==> src/rtl/aes256_round_key_sequencer.sv <==
// Iterative AES-256 key expansion: takes one 256-bit key and streams RK0..RK14 over a valid/ready handshake.
// Optional macro ROUND_KEY_STORE_EN adds a 15-entry round-key bank with a combinational read port.
module aes256_round_key_sequencer #(
    parameter int NUM_RK = 15,
    parameter int IDX_W  = 4
) (
    input  logic             clk,
    input  logic             reset,
    input  logic [255:0]     Key,
    input  logic             KeyValid,
    output logic             KeyReady,
    input  logic             Abort,
    output logic [127:0]     RoundKey,
    output logic [IDX_W-1:0] RkIndex,
    output logic             RkLast,
    output logic             RkValid,
    input  logic             RkReady,
    output logic             Busy,
    input  logic [IDX_W-1:0] RdIdx,
    output logic [127:0]     RdKey
);

    typedef enum logic {IDLE, STREAM} state_t;

    state_t             state_q, state_d;
    logic [255:0]       win;
    logic [IDX_W-1:0]   rk_idx;
    logic [7:0]         rcon;
    logic               load, adv, at_last;
    logic [31:0]        sub_in, sub_out;
    logic [127:0]       even_half, odd_half;

    function automatic logic [7:0] xtime(input logic [7:0] b);
        return {b[6:0], 1'b0} ^ (b[7] ? 8'h1b : 8'h00);
    endfunction

    function automatic logic [7:0] gmul(input logic [7:0] a, input logic [7:0] b);
        logic [7:0] p, x;
        p = 8'h00;
        x = a;
        for (int i = 0; i < 8; i++) begin
            if (b[i]) p = p ^ x;
            x = xtime(x);
        end
        return p;
    endfunction

    // S-box as GF(2^8) inverse (b^254) followed by the AES affine transform.
    function automatic logic [7:0] sbox(input logic [7:0] b);
        logic [7:0] sq, inv;
        sq  = b;
        inv = 8'h01;
        for (int i = 1; i < 8; i++) begin
            sq  = gmul(sq, sq);
            inv = gmul(inv, sq);
        end
        return inv ^ {inv[6:0], inv[7]} ^ {inv[5:0], inv[7:6]} ^
               {inv[4:0], inv[7:5]} ^ {inv[3:0], inv[7:4]} ^ 8'h63;
    endfunction

    assign at_last = (rk_idx == IDX_W'(NUM_RK - 1));

    always_comb begin
        state_d = state_q;
        load    = 1'b0;
        adv     = 1'b0;
        case (state_q)
            IDLE: begin
                if (KeyValid) begin
                    load    = 1'b1;
                    state_d = STREAM;
                end
            end
            STREAM: begin
                if (RkReady) begin
                    adv = 1'b1;
                    if (at_last) state_d = IDLE;
                end
            end
            default: state_d = IDLE;
        endcase
        if (Abort) begin
            state_d = IDLE;
            load    = 1'b0;
            adv     = 1'b0;
        end
    end

    always_ff @(posedge clk) begin
        if (reset) state_q <= IDLE;
        else       state_q <= state_d;
    end

    // One shared SubWord: odd steps build the next even half from RotWord(w7),
    // even steps build the odd half from the freshly written w3.
    assign sub_in  = rk_idx[0] ? {win[23:0], win[31:24]} : win[159:128];
    assign sub_out = {sbox(sub_in[31:24]), sbox(sub_in[23:16]),
                      sbox(sub_in[15:8]),  sbox(sub_in[7:0])};

    always_comb begin
        even_half[127:96] = sub_out ^ win[255:224] ^ {rcon, 24'h0};
        even_half[95:64]  = even_half[127:96] ^ win[223:192];
        even_half[63:32]  = even_half[95:64]  ^ win[191:160];
        even_half[31:0]   = even_half[63:32]  ^ win[159:128];
        odd_half[127:96]  = sub_out ^ win[127:96];
        odd_half[95:64]   = odd_half[127:96] ^ win[95:64];
        odd_half[63:32]   = odd_half[95:64]  ^ win[63:32];
        odd_half[31:0]    = odd_half[63:32]  ^ win[31:0];
    end

    // RK0's odd half comes straight from the key and RK14's is never needed.
    always_ff @(posedge clk) begin
        if (reset) begin
            win    <= '0;
            rk_idx <= '0;
            rcon   <= 8'h00;
        end else if (load) begin
            win    <= Key;
            rk_idx <= '0;
            rcon   <= 8'h01;
        end else if (adv) begin
            if (!at_last) rk_idx <= rk_idx + 1'b1;
            if (rk_idx[0]) begin
                win[255:128] <= even_half;
                rcon         <= xtime(rcon);
            end else if (rk_idx != '0 && !at_last) begin
                win[127:0] <= odd_half;
            end
        end
    end

    assign KeyReady = (state_q == IDLE);
    assign RkValid  = (state_q == STREAM);
    assign Busy     = (state_q != IDLE);
    assign RoundKey = rk_idx[0] ? win[127:0] : win[255:128];
    assign RkIndex  = rk_idx;
    assign RkLast   = at_last;

`ifdef ROUND_KEY_STORE_EN
    logic [127:0] bank [NUM_RK];

    always_ff @(posedge clk) begin
        if (reset) begin
            for (int i = 0; i < NUM_RK; i++) bank[i] <= '0;
        end else if (adv) begin
            bank[rk_idx] <= RoundKey;
        end
    end

    assign RdKey = (RdIdx < IDX_W'(NUM_RK)) ? bank[RdIdx] : '0;
`else
    logic unused_rdidx;
    assign unused_rdidx = ^RdIdx;
    assign RdKey        = '0;
`endif

endmodule

==> config.mk <==
export PLATFORM = sky130hd
export DESIGN_NAME = aes256_round_key_sequencer
export DESIGN_NICKNAME = d
export VERILOG_FILES = /design/src/rtl/aes256_round_key_sequencer.sv
export SDC_FILE = /design/constraint.sdc
export NUM_CORES = 2
export LEC_CHECK = 0
export CAP_MARGIN = 20
export CORE_UTILIZATION = 35
export CTS_BUF_LIST = sky130_fd_sc_hd__clkbuf_16
export CTS_CLUSTER_SIZE = 8
export DETAILED_ROUTE_END_ITERATION = 6
export GPL_TIMING_DRIVEN = 0
export HOLD_SLACK_MARGIN = 0.05
export PLACE_DENSITY_LB_ADDON = 0.15
export SETUP_SLACK_MARGIN = 0.05
export SYNTH_ARGS = -nofsm -noshare
export SYNTH_HDL_FRONTEND = slang
export SYNTH_SLANG_ARGS = --single-unit
export TNS_END_PERCENT = 100
==> constraint.sdc <==
create_clock -name clk -period 19.9 [get_ports clk]
set_input_delay 5.97 -clock clk [delete_from_list [all_inputs] [get_ports clk]]
set_output_delay 5.97 -clock clk [all_outputs]
set_load 0.02 [all_outputs]
==> run summary <==
Largest net degree at the start of global routing - 20
Die Height - 465 µm
Met3 GRT Util - 3.64%
Avg Cell Area, Syn - 7.44 µm²
Final Cell Area - 87,900 µm²
Hold WS - 0.509 ns
Cell with the most instances after synthesis - xnor2_1
Flop-to-flop setup slack - 0.69 ns
Placed cells - 13,500
Kind of critical path - flip-flop to flip-flop
Hold crit path type - flip-flop to flip-flop
Total CTS buffers - 39
Final setup vio count - 0
Yosys reg bits - 269
Critical Path AT - 19.68 ns
Vias per inst - 5.71
Area of the multi-input gates - 68,400 µm²
Hold path start - rcon[4]
Synth area leader - xnor2_1
Worst Skew - 0.0292 ns
CP peak stage delay - 0.58 ns
CP max stage cell - xnor2_2
Seq/Total Area, Yosys - 7.18%
Max Cap Viol - 0
Clock root cell - clkbuf_16
CP max FO - 19
Gr ovfl total - 0
CTS max path bufs - 3
Pins Over Slew Limit - 0
Grt met2 use - 48.0%
Initial DRC count - 8,715
Hpwl dp - 272 mm
RSZ-0062 raised after global routing - yes
CTS tree - built
Final period util - 96.5%
Critical Path End Type - flip-flop
CTS Sinks - 269
Synth top area cells - xnor2_1 22%, xnor3_1 10%, nor2_1 7.9%
Yosys warning count - 0
Worst reg2reg path startpoint - RkIndex[0]
Initial antenna violation count - 12
Drt wl/cell - 25.4 µm
Slew @ Worst Pin - 1.36 ns
Synth unique cells - 113
Status - finished, violations left
Final Non-Filler Cells - 13,600
EDFF count, synth - 0
Die extent in x - 465 µm
Vias post-DR - 77,700
Residual DRC - 8
Global-route wire length before repair - 500 mm
IO Pins - 529
Buffers on Ports - 395
Failing checks - DRC
Tot GR Track Use - 30.3%
Final ANT Viol Nets - 0
Share of layout cells above drive strength 1 - 11.1%
Critical path startpoint category - flip-flop
Top post-synthesis cells by count - 1,849 x xnor2_1, 1,580 x nor2_1, 970 x nand2_1
Headroom to the max-slew limit - 9.64%
Most common cell on crit path - xnor2_1
Nets@finish - 11,100
Routed WL - 346 mm
Core Area - 213,000 µm²
Met1 usage - 40.5%
CTS H-Tree Depth - 2
Starting density of the core - 35.3%
Crit path time final - 19.21 ns
Clock Latency Late Sink - 0.58 ns
Cells after Synth - 10,100
Critical path buffers and inverters - 21
CP Launch Point - RkIndex[0]
Top delay family on crit path - XOR/XNOR gates
Row Count - 169
CP Data Required Time - 20.37 ns
Register area - 5390 µm²
Most used routing layer - met2
Ys flop type - dfxtp_1
P&R area growth vs syn - 17.1%
Fill cells - 22,000
Fin. Hold Viols - 0
DRT Pass-1 Iters - 7
Cell Area, Placed - 83,300 µm²
DIE AREA - 216,000 µm²
Mapped Area - 75,000 µm²
Clock transition at path regs - 0.06 ns
Top cell type's share of synthesized area - 21.6%
Number of global-route vias before repair - 71,900
Asr flop ratio synth - 0%
Fmax - 52.1 MHz
Final GP Congestion - 1.01
-- through the flow --
| stage | util, % | worst slack [ns] | setup TNS, ns |
|---|---|---|---|
| 2_1_floorplan | - | 2.40 | 0 |
| 5_1_grt | 41.3 | -0.0726 | -0.108 |
| 6_report | 41.3 | 0.692 | 0 |
| 4_1_cts | 40.4 | 0.0566 | 0 |
| 3_3_place_gp | 39.1 | -4.81 | -556.92 |
| 3_5_place_dp | 39.2 | -4.74 | -539.84 |
-- flip-flops by register name, summed over array words and instances (netlist names) --
name / cells
Busy: 1
win: 256
rcon: 8
RkIndex: 4
-- cell type report --
cell class	instances	share of cell area [%]
antenna	10	0.0285
buffer	818	4.51
clock buffer	39	1.11
clock inverter	4	0.0356
inverter	115	0.493
multi-input combinational	9007	77.9
sequential	269	6.13
tap	2821	4.02
timing repair buffer	520	5.80
-- metal layers --
layer,vias to the layer above,share of wire [%]
met5,-,0.0090
met4,6,5.9
met3,655,7.9
met2,3761,44
met1,37700,42
li1,35600,-
-- cell usage in the layout, fill, tap and decap left out, drive strengths merged, types with 21 or more instances in the layout --
cell / n
a211oi: 82
a21o: 44
a21oi: 712
a221oi: 42
a222oi: 49
a22oi: 103
a31oi: 94
a32oi: 35
and2: 66
and3: 43
buf: 446
clkbuf: 536
clkdlybuf4s50: 395
conb: 128
dfxtp: 269
ha: 22
inv: 114
mux2: 161
mux2i: 262
nand2: 971
nand2b: 76
nand3: 199
nor2: 1584
nor2b: 59
nor3: 203
o211ai: 93
o21a: 28
o21ai: 415
o221ai: 23
o22ai: 133
o31ai: 21
o32ai: 24
or2: 39
or3: 53
xnor2: 1962
xnor3: 355
xor2: 576
xor3: 47
-- worst reg2reg max path: cells and delay by family, from the launching register on --
| family | cells | cell delay (ns) |
|---|---|---|
| compound gates | 8 | 2.14 |
| xor+xnor | 33 | 9.40 |
| fa+ha+maj | 2 | 0.72 |
| buf+inv | 21 | 4.71 |
| flops | 1 | 0.53 |
| mux | 1 | 0.13 |
| simple gates | 9 | 1.50 |
-- worst paths after layout --
path,endpoint,depth (start not counted)
max,win[146],74
min,rcon[5],2
max reg2reg,win[146],74
min reg2reg,rcon[5],2
-- what timing repair did --
item / CTS / global route
setup endpoints to repair: 256 / 251
resized for setup: 207 / 259
hold buffers: 0 / 0
buffers inserted: 22 / 77
pin swaps: 15 / 39
-- logic make-up after synthesis --
logic type	count (synthesis)	synth area share, %
fa+ha+maj	27	0.434
compound gates	2106	17.9
simple gates	3378	19.2
xor+xnor	2940	43.5
buf+inv	938	5.75
other cells	1	0.00500
mux	428	6.09
flops	269	7.18
Power is not shown: default switching activity piles up to over one toggle a cycle in this logic, so the estimate is an artifact.
